[config.mk]
export PLATFORM = sky130hd
export DESIGN_NAME = halt_dump_ctrl
export DESIGN_NICKNAME = d
export VERILOG_FILES = /design/src/rtl/halt_dump_ctrl_pkg.sv /design/src/rtl/halt_dump_ctrl_sat_counter.sv /design/src/rtl/halt_dump_ctrl.sv
export SDC_FILE = /design/constraint.sdc
export NUM_CORES = 1
export LEC_CHECK = 0
export ABC_CLOCK_PERIOD_IN_PS = 2350
export BUFFER_PORTS_ARGS = -buffer_cell sky130_fd_sc_hd__buf_2
export CAP_MARGIN = 25
export CORE_MARGIN = 4
export CORE_UTILIZATION = 33
export CTS_CLUSTER_DIAMETER = 100
export DETAILED_ROUTE_END_ITERATION = 7
export RECOVER_POWER = 50
export REMOVE_ABC_BUFFERS = 1
export SYNTH_ARGS = -nofsm -noshare
export SYNTH_HDL_FRONTEND = slang
export SYNTH_HIERARCHICAL = 1
export SYNTH_SLANG_ARGS = --single-unit
export TNS_END_PERCENT = 5
[constraint.sdc]
create_clock -name clk -period 2.35 [get_ports clk]
set_input_delay 0.47 -clock clk [delete_from_list [all_inputs] [get_ports clk]]
set_output_delay 0.47 -clock clk [all_outputs]
set_load 0.03 [all_outputs]
[src/rtl/halt_dump_ctrl_pkg.sv]
// Shared types and constants for the halt/drain/register-dump controller.
package halt_dump_ctrl_pkg;

    localparam int unsigned NUM_REGS  = 32;
    localparam int unsigned REG_IDX_W = 5;
    localparam int unsigned XLEN      = 32;
    localparam int unsigned CAUSE_W   = 2;

    typedef enum logic [CAUSE_W-1:0] {
        CAUSE_NONE    = 2'd0,
        CAUSE_ECALL   = 2'd1,
        CAUSE_EBREAK  = 2'd2,
        CAUSE_TIMEOUT = 2'd3
    } cause_e;

    typedef enum logic [1:0] {
        ST_RUN   = 2'd0,
        ST_DRAIN = 2'd1,
        ST_DUMP  = 2'd2,
        ST_DONE  = 2'd3
    } state_e;

endpackage

[src/rtl/halt_dump_ctrl_sat_counter.sv]
// Saturating up-counter with increment enable and a freeze override.
module sat_counter #(
    parameter int unsigned W = 64
) (
    input  logic         clk,
    input  logic         rst,
    input  logic         inc,
    input  logic         freeze,
    output logic [W-1:0] cnt
);

    logic [W-1:0] cnt_q;
    logic [W-1:0] cnt_d;

    always_comb begin
        cnt_d = cnt_q;
        if (inc && !freeze && (cnt_q != '1)) begin
            cnt_d = cnt_q + W'(1);
        end
    end

    always_ff @(posedge clk or negedge rst) begin
        if (!rst) begin
            cnt_q <= '0;
        end else begin
            cnt_q <= cnt_d;
        end
    end

    assign cnt = cnt_q;

endmodule

[src/rtl/halt_dump_ctrl.sv]
// Detects core halt (ebreak/ecall/timeout), freezes and drains the core,
// then streams the 32 architectural registers over a valid/ready port.
module halt_dump_ctrl
    import halt_dump_ctrl_pkg::*;
#(
    parameter int unsigned CNT_W        = 64,
    parameter int unsigned TIMEOUT      = 100,
    parameter int unsigned DRAIN_CYCLES = 4
) (
    input  logic             clk,
    input  logic             rst,
    input  logic             ecall_pulse,
    input  logic             ebreak_pulse,
    input  logic             retire_valid,
    output logic             core_freeze,
    output logic [4:0]       rf_raddr,
    input  logic [31:0]      rf_rdata,
    output logic             halted,
    output logic [1:0]       halt_cause,
    output logic [CNT_W-1:0] cycle_cnt,
    output logic [CNT_W-1:0] retire_cnt,
    output logic             dump_valid,
    input  logic             dump_ready,
    output logic [4:0]       dump_idx,
    output logic [31:0]      dump_data,
    output logic             dump_done
);

    localparam int unsigned DRAIN_W = (DRAIN_CYCLES < 2) ? 1 : $clog2(DRAIN_CYCLES + 1);
    localparam logic [REG_IDX_W-1:0] LAST_IDX = REG_IDX_W'(NUM_REGS - 1);

    state_e               state_q, state_d;
    cause_e               halt_cause_q, halt_cause_d;
    logic                 halted_q, halted_d;
    logic                 core_freeze_q, core_freeze_d;
    logic                 dump_valid_q, dump_valid_d;
    logic                 dump_done_q, dump_done_d;
    logic [REG_IDX_W-1:0] rf_raddr_q, rf_raddr_d;
    logic [DRAIN_W-1:0]   drain_cnt_q, drain_cnt_d;

    logic                 timeout_hit_c;
    cause_e               cause_c;
    logic [CNT_W-1:0]     cycle_cnt_w;
    logic [CNT_W-1:0]     retire_cnt_w;

    // Timeout compares the pre-increment count so the halt lands on cycle_cnt == TIMEOUT.
    assign timeout_hit_c = (TIMEOUT != 0) && (cycle_cnt_w == CNT_W'(TIMEOUT - 1));

    always_comb begin
        cause_c = CAUSE_NONE;
        if (ebreak_pulse) begin
            cause_c = CAUSE_EBREAK;
        end else if (ecall_pulse) begin
            cause_c = CAUSE_ECALL;
        end else if (timeout_hit_c) begin
            cause_c = CAUSE_TIMEOUT;
        end
    end

    always_comb begin
        state_d       = state_q;
        halt_cause_d  = halt_cause_q;
        halted_d      = halted_q;
        core_freeze_d = core_freeze_q;
        dump_valid_d  = dump_valid_q;
        dump_done_d   = dump_done_q;
        rf_raddr_d    = rf_raddr_q;
        drain_cnt_d   = drain_cnt_q;

        case (state_q)
            ST_RUN: begin
                if (cause_c != CAUSE_NONE) begin
                    halted_d      = 1'b1;
                    halt_cause_d  = cause_c;
                    core_freeze_d = 1'b1;
                    drain_cnt_d   = DRAIN_W'(DRAIN_CYCLES);
                    rf_raddr_d    = '0;
                    if (DRAIN_CYCLES == 0) begin
                        state_d      = ST_DUMP;
                        dump_valid_d = 1'b1;
                    end else begin
                        state_d = ST_DRAIN;
                    end
                end
            end
            ST_DRAIN: begin
                if (drain_cnt_q <= DRAIN_W'(1)) begin
                    state_d      = ST_DUMP;
                    dump_valid_d = 1'b1;
                    rf_raddr_d   = '0;
                end else begin
                    drain_cnt_d = drain_cnt_q - DRAIN_W'(1);
                end
            end
            ST_DUMP: begin
                if (dump_valid_q && dump_ready) begin
                    if (rf_raddr_q == LAST_IDX) begin
                        dump_valid_d = 1'b0;
                        dump_done_d  = 1'b1;
                        state_d      = ST_DONE;
                    end else begin
                        rf_raddr_d = rf_raddr_q + REG_IDX_W'(1);
                    end
                end
            end
            ST_DONE: begin
                state_d = ST_DONE;
            end
            default: begin
                state_d = ST_RUN;
            end
        endcase
    end

    always_ff @(posedge clk or negedge rst) begin
        if (!rst) begin
            state_q       <= ST_RUN;
            halt_cause_q  <= CAUSE_NONE;
            halted_q      <= 1'b0;
            core_freeze_q <= 1'b0;
            dump_valid_q  <= 1'b0;
            dump_done_q   <= 1'b0;
            rf_raddr_q    <= '0;
            drain_cnt_q   <= '0;
        end else begin
            state_q       <= state_d;
            halt_cause_q  <= halt_cause_d;
            halted_q      <= halted_d;
            core_freeze_q <= core_freeze_d;
            dump_valid_q  <= dump_valid_d;
            dump_done_q   <= dump_done_d;
            rf_raddr_q    <= rf_raddr_d;
            drain_cnt_q   <= drain_cnt_d;
        end
    end

    // Cycles count only while running; retires keep counting through the drain.
    sat_counter #(.W(CNT_W)) u_cycle_cnt (
        .clk    (clk),
        .rst    (rst),
        .inc    (1'b1),
        .freeze (state_q != ST_RUN),
        .cnt    (cycle_cnt_w)
    );

    sat_counter #(.W(CNT_W)) u_retire_cnt (
        .clk    (clk),
        .rst    (rst),
        .inc    (retire_valid),
        .freeze ((state_q == ST_DUMP) || (state_q == ST_DONE)),
        .cnt    (retire_cnt_w)
    );

    assign cycle_cnt   = cycle_cnt_w;
    assign retire_cnt  = retire_cnt_w;
    assign halted      = halted_q;
    assign halt_cause  = halt_cause_q;
    assign core_freeze = core_freeze_q;
    assign rf_raddr    = rf_raddr_q;
    assign dump_valid  = dump_valid_q;
    assign dump_done   = dump_done_q;
    assign dump_idx    = rf_raddr_q;
    // x0 is architecturally zero regardless of what the regfile port returns.
    assign dump_data   = (rf_raddr_q == '0) ? 32'd0 : rf_rdata;

endmodule

==> results of run 1 <==
-- placed cells by master, fill, tap and decap left out, types with 15 or more instances in the layout --
cell and count:
buf_6 18, nand2_1 60, xnor2_1 60, nor3_1 40, buf_2 123, buf_4 117
and3_1 19, clkbuf_16 18, xor2_1 66, inv_1 18, nand3_1 73, nor2b_1 15
nor4_1 34, nand4_1 59, dfrtp_1 142, clkbuf_1 65, nor2_1 54
-- power breakdown --
part | total (mW) | leakage [nW] | switching [mW] | internal, mW
sequential | 2.70 | 1.82 | 0.137 | 2.56
combinational | 2.03 | 2.60 | 1.22 | 0.810
clock | 2.89 | 0.301 | 1.08 | 1.82
total | 7.63 | 4.72 | 2.44 | 5.19
-- registers in the layout, indices dropped and copies added, names as in the netlist, 2 cells and up --
name              cells
drain_cnt_q           3
dump_idx              5
halt_cause            2
state_q               2
u_cycle_cnt/cnt      64
u_retire_cnt/cnt     64
-- worst paths after layout --
kind,to,depth (start not counted),slack (ns),start
setup / recovery,u_retire_cnt/cnt[46]$_DFFE_PN0P_,7,-0.004,u_retire_cnt/cnt[7]$_DFFE_PN0P_
hold / removal,halt_cause[0]$_DFFE_PN0P_,2,0.31,ebreak_pulse
setup reg to reg,u_retire_cnt/cnt[46]$_DFFE_PN0P_,7,-0.004,u_retire_cnt/cnt[7]$_DFFE_PN0P_
hold reg to reg,dump_done$_DFFE_PN0P_,1,0.48,dump_done$_DFFE_PN0P_
max in group asynchronous,u_cycle_cnt/cnt[38]$_DFFE_PN0P_,3,0.32,rst
min in group asynchronous,u_retire_cnt/cnt[5]$_DFFE_PN0P_,2,0.70,rst
-- cell families after synthesis --
| logic type | after synthesis | synth area share (%) |
|---|---|---|
| AOI/OAI and AO/OA | 35 | 3.66 |
| buffers and inverters | 47 | 2.61 |
| adders and majority gates | 7 | 1.15 |
| xor gates and xnor gates | 126 | 14.5 |
| muxes | 1 | 0.131 |
| other | 1 | 0.0492 |
| and+or+nand+nor | 429 | 31.0 |
| DFF | 143 | 46.9 |
-- critical path, cell delays in order, from the launching register on --
cell     delay [ns]
dfrtp_1        0.35
nand4_1        0.16
or4_4          0.56
or3_4          0.37
buf_4          0.17
or2_2          0.30
nor3_2         0.20
xor2_1         0.16
-- timing repair --
item | 4_1_cts | 5_1_grt
gates resized for setup | 11 | 91
setup endpoints to repair | 33 | 71
hold buffers | 1 | 0
pin swaps | 0 | 7
setup buffers | 7 | 2
cloned | 2 | 0
hold endpoints to repair | 30 | 0
-- final cells by class --
cell class,count,area [um2]
inverter,21,78.8
tap,285,357
clock inverter,12,184
fill,2175,12000
clock buffer,20,447
multi-input combinational,599,3980
timing repair buffer,333,2110
sequential,143,3580
-- stage by stage --
step | util (%) | total power, mW
finish | 47.3 | 7.63
floorplan | - | 3.66
global placement | 43.2 | 4.24
detailed placement | 43.2 | 4.25
CTS | 46.7 | 7.47
global route | 47.3 | 7.96
-- synth_stat cells, types with 3 or more instances --
| library cell | number | share of area [%] |
|---|---|---|
| xnor2_1 | 60 | 6.9 |
| a21oi_1 | 5 | 0.33 |
| nor3_1 | 42 | 2.8 |
| nor4_1 | 35 | 2.9 |
| nor3b_1 | 6 | 0.59 |
| buf_1 | 6 | 0.30 |
| or2_2 | 11 | 0.90 |
| nand4_1 | 59 | 4.8 |
| xor2_1 | 66 | 7.6 |
| or3_1 | 5 | 0.41 |
| nor2_1 | 55 | 2.7 |
| nand2_1 | 61 | 3.0 |
| clkbuf_1 | 14 | 0.69 |
| nor4b_1 | 5 | 0.57 |
| o21ai_0 | 7 | 0.46 |
| and3_1 | 19 | 1.6 |
| buf_4 | 6 | 0.59 |
| dfrtp_1 | 143 | 47 |
| nor3_2 | 3 | 0.39 |
| inv_1 | 20 | 0.98 |
| and4_1 | 4 | 0.46 |
| nand3_1 | 73 | 4.8 |
| ha_1 | 7 | 1.1 |
| o21bai_1 | 3 | 0.30 |
| and2b_1 | 3 | 0.30 |
| nor2b_1 | 29 | 2.4 |
| a31oi_1 | 3 | 0.25 |
-- layer usage --
layer / GRT usage, % / wire length, um / vias to the layer above
met1: 26.0 / 11000 / 3552
li1: - / - / 3473
met4: 4.42 / 274 / 0
met2: 30.2 / 11900 / 221
met5: 0 / 0 / -
met3: 5.21 / 1620 / 19
==> results_dict.tcl, run 1 <==
set metrics [dict create \
    clk_root_buffer_cell "clkbuf_16" \
    hold_viol 0 \
    cts_tree "yes" \
    pwr_density_cell_mw_per_mm2 710 \
    grt_setup_unrepaired "yes" \
    place_area_mm2 0.00981 \
    setup_viol 1 \
    yosysWarnings 6 \
    cts_buffers 17 \
    violations "setup timing" \
    core-area_mm2 0.0227 \
    ir_drop_uv 384 \
    clkTransAtPathRegs_ns 0.06 \
    track_usage_pct 19.0 \
    dp.cells 1369 \
    min_period_ns 2.35 \
    drt_iter0_drc 423 \
    die_w_um 160 \
    whs_ns 0.314 \
    setup_slack_ns -0.00419 \
    synthFlopType "dfrtp_1" \
    port_buffers 213 \
    drtAntennaViolNets 0 \
    die_h_um 160 \
    max-slew-margin-rel_pct 41.6 \
    antenna_cells 0 \
    viasPerCell 5.14 \
    grt_pass1_wl_um 39500 \
    outcome "complete, but fails checks" \
    hold_path_class "input pin to flip-flop" \
    setup.worst_path.class "flip-flop to flip-flop" \
    antenna_found_initial 0 \
    drt_wl_total_um 24800 \
    async_flop_share_pct 100 \
    clock_path_buffers 2 \
    gp_congestion 0.886 \
    synth.distinct_cells 54 \
    p_leak_nw 4.72 \
    synthToLayoutAreaGrowth_pct 40.8 \
    initial_core_util_pct 33.6 \
    worstMarginPinSlew_ns 0.876 \
    tns_ns -0.00419 \
    grt_max_degree 49 \
    cp-end-kind "flip-flop" \
    synth-edff-count 0 \
    drive_gt1_share_pct 31.2 \
    die-area_mm2 0.0256 \
    finalNetCount 1160 \
    synth_area_mm2 0.00762 \
    stdcell_count 1413 \
    pin_count 214 \
    drv_slew 0 \
    row_count 55 \
    syn_inst 789 \
    synth.avg_cell_area_um2 9.66 \
    pre_cts_ws_ns 0.0134 \
    h-tree-depth 4 \
    crit_arrival_ns 2.69 \
    synth-seq-cells 143 \
    clock.fmax_mhz 425 \
    cp.required_ns 2.69 \
    period_share_pct 100 \
    grt.overflow.total 0 \
    cp_max_fo 4 \
    crit_path_start_kind "flip-flop" \
    grt_pass1_vias 7286 \
    avgRoutedWirePerCell_um 17.6 \
    final_cell_area_mm2 0.0107 \
    cts_sinks 143 \
    synth.yosys.seq_area_share_pct 46.9 \
    max_cap_violations 0 \
    skew_ns 0.0118 \
    detailed_place_hpwl_um 18100 \
    clkLatencyLatePin_ns 0.42 \
    drc 0 \
    via_count 7265 \
    drt_pass1_iterations 5 \
]
Power figures use the tool's default switching activity.
==> inputs of run 2 (changes only) <==
CORE_MARGIN = 5   (was 4)
==> results_dict.tcl, run 2 (same netlist as run 1, synthesis figures left out) <==
set metrics [dict create \
    outcome "complete, but fails checks" \
    violations "setup timing" \
    cp_max_fo 7 \
    pin_count 214 \
    track_usage_pct 18.6 \
    clock.fmax_mhz 422 \
    detailed_place_hpwl_um 18000 \
    drtAntennaViolNets 0 \
    grt_setup_unrepaired "yes" \
    drt_pass1_iterations 5 \
    place_area_mm2 0.00977 \
    max-slew-margin-rel_pct 7.20 \
    r2r_end "u_cycle_cnt/cnt[46]$_DFFE_PN0P_" \
    worstMarginPinSlew_ns 1.39 \
    die_w_um 162 \
    cp_cell_sequence "inv_2 -> ha_4 -> nor4b_4 -> buf_4 -> buf_12 -> and2b_1 -> buf_6" \
    rr_startpoint "u_cycle_cnt/cnt[8]$_DFFE_PN0P_" \
    via_count 7394 \
    power_mw 7.57 \
    cp.required_ns 1.88 \
    ir_drop_uv 402 \
    initial_core_util_pct 33.6 \
    hold_path_class "input pin to flip-flop" \
    period_share_pct 101 \
    grt_pass1_vias 7480 \
    pre_cts_ws_ns 0.000524 \
    setup.worst_path.class "flip-flop to output port" \
    cts_tree "yes" \
    crit_arrival_ns 1.90 \
    whs_ns 0.323 \
    hold_path_end "halt_cause[0]$_DFFE_PN0P_" \
    clkLatencyLatePin_ns 0.42 \
    grt_max_degree 88 \
    layout_common_cells "142 x dfrtp_1, 129 x buf_2, 110 x buf_4" \
    pwr_density_cell_mw_per_mm2 716 \
    die-area_mm2 0.0262 \
    p_leak_nw 4.58 \
    wl_met2_um 11600 \
    cts_buffers 17 \
    rr_worst_depth 7 \
    crit_path_start_kind "flip-flop" \
    cpMaxStageDelayCell "dfrtp_1" \
    gp_congestion 0.860 \
    drt_iter0_drc 464 \
    finalNetCount 1154 \
    port_buffers 213 \
    slowest_delay_ns 0.39 \
    hold_viol 0 \
    core-area_mm2 0.0227 \
    viasPerCell 5.26 \
    max_cap_violations 0 \
    drive_gt1_share_pct 29.4 \
    drc 0 \
    setup_slack_ns -0.0170 \
    clk_root_buffer_cell "clkbuf_16" \
    final_cell_area_mm2 0.0106 \
    grt_pass1_wl_um 39500 \
    clkTransAtPathRegs_ns 0.06 \
    drt_wl_total_um 24600 \
    cts_sinks 143 \
    wl_met1_um 10700 \
    min_period_ns 2.37 \
    hp-start "ebreak_pulse" \
    hold_depth 2 \
    cp-end-kind "output port" \
    wl_met3_um 1980 \
    drv_slew 0 \
    grt.overflow.total 0 \
    synthToLayoutAreaGrowth_pct 38.6 \
    clock_path_buffers 2 \
    top_layer "met4" \
    h-tree-depth 4 \
    hold_buffers 0 \
    die_h_um 162 \
    antenna_cells 0 \
    skew_ns 0.0135 \
    final_common_cell "dfrtp_1" \
    r2r_setup_slack_ns 0.02 \
    avgRoutedWirePerCell_um 17.5 \
    setup_viol 3 \
    row_count 55 \
    antenna_found_initial 0 \
    tns_ns -0.0246 \
]
-- run 2: changes by cell type in the layout (fill, tap and decap cells not counted), moves of 3 or more --
cell | before | now
buf_2 | 123 | 129
buf_4 | 117 | 110
buf_6 | 18 | 9
clkbuf_1 | 65 | 73
clkinv_4 | 3 | 0
clkinvlp_4 | 2 | 5
nand3_1 | 73 | 70
nand3_2 | 0 | 3
nor2b_1 | 15 | 27
nor2b_2 | 5 | 2
nor2b_4 | 9 | 0
nor4_1 | 34 | 31
nor4_2 | 3 | 6
-- run 2: report_power, final --
| part | internal [mW] | leakage (nW) | total, mW | switching, mW |
|---|---|---|---|---|
| Combinational | 0.692 | 2.46 | 1.86 | 1.17 |
| Clock | 1.92 | 0.302 | 3.01 | 1.09 |
| Sequential | 2.56 | 1.82 | 2.70 | 0.134 |
| Total | 5.17 | 4.58 | 7.57 | 2.40 |
-- run 2: area by class of cell --
type | count | area (um2)
clock buffer | 19 | 443
tap | 285 | 357
multi-input combinational | 599 | 3930
sequential | 143 | 3580
clock inverter | 13 | 210
timing repair buffer | 327 | 1970
fill | 2202 | 12100
inverter | 21 | 78.8
-- run 2: worst max path at each step --
stage                                    start                          endpoint  slack (ns)
2_1_floorplan          dump_idx[0]$_DFFE_PN0P_                      dump_data[0]       -2.06
3_3_place_gp   u_retire_cnt/cnt[8]$_DFFE_PN0P_  u_retire_cnt/cnt[52]$_DFFE_PN0P_        0.03
3_5_place_dp    u_cycle_cnt/cnt[8]$_DFFE_PN0P_   u_cycle_cnt/cnt[52]$_DFFE_PN0P_      0.0005
4_1_cts                dump_idx[0]$_DFFE_PN0P_                     dump_data[25]      -0.008
5_1_grt                dump_idx[1]$_DFFE_PN0P_                     dump_data[30]       -0.09
6_report               dump_idx[1]$_DFFE_PN0P_                     dump_data[30]       -0.02
-- run 2: timing repair --
item	CTS	global route
hold endpoints to repair	0	0
endpoints found under the setup margin	36	67
pin swaps	2	8
buffers inserted	3	6
cloned	2	1
gates resized for setup	14	29
-- run 2: layer usage --
| layer | up-vias | GRT usage, % |
|---|---|---|
| li1 | 3460 | - |
| met1 | 3629 | 24.7 |
| met2 | 279 | 30.2 |
| met3 | 26 | 5.53 |
| met4 | 0 | 4.04 |
| met5 | - | 0 |
-- run 2: stage by stage --
stage / instances / util, %
after floorplan: 763 / -
after global placement: 1363 / 43.0
after detailed placement: 1363 / 43.0
after CTS: 1400 / 46.4
after global routing: 1407 / 46.5
final: 1407 / 46.5
-- run 2: worst max-delay path, delay by kind of cell, from the launching register on --
kind,cells,cell delay [ns]
AND/OR/NAND/NOR,2,0.42
flip-flops,1,0.39
adder cells (fa/ha/maj),1,0.13
buffers and inverters,4,0.54
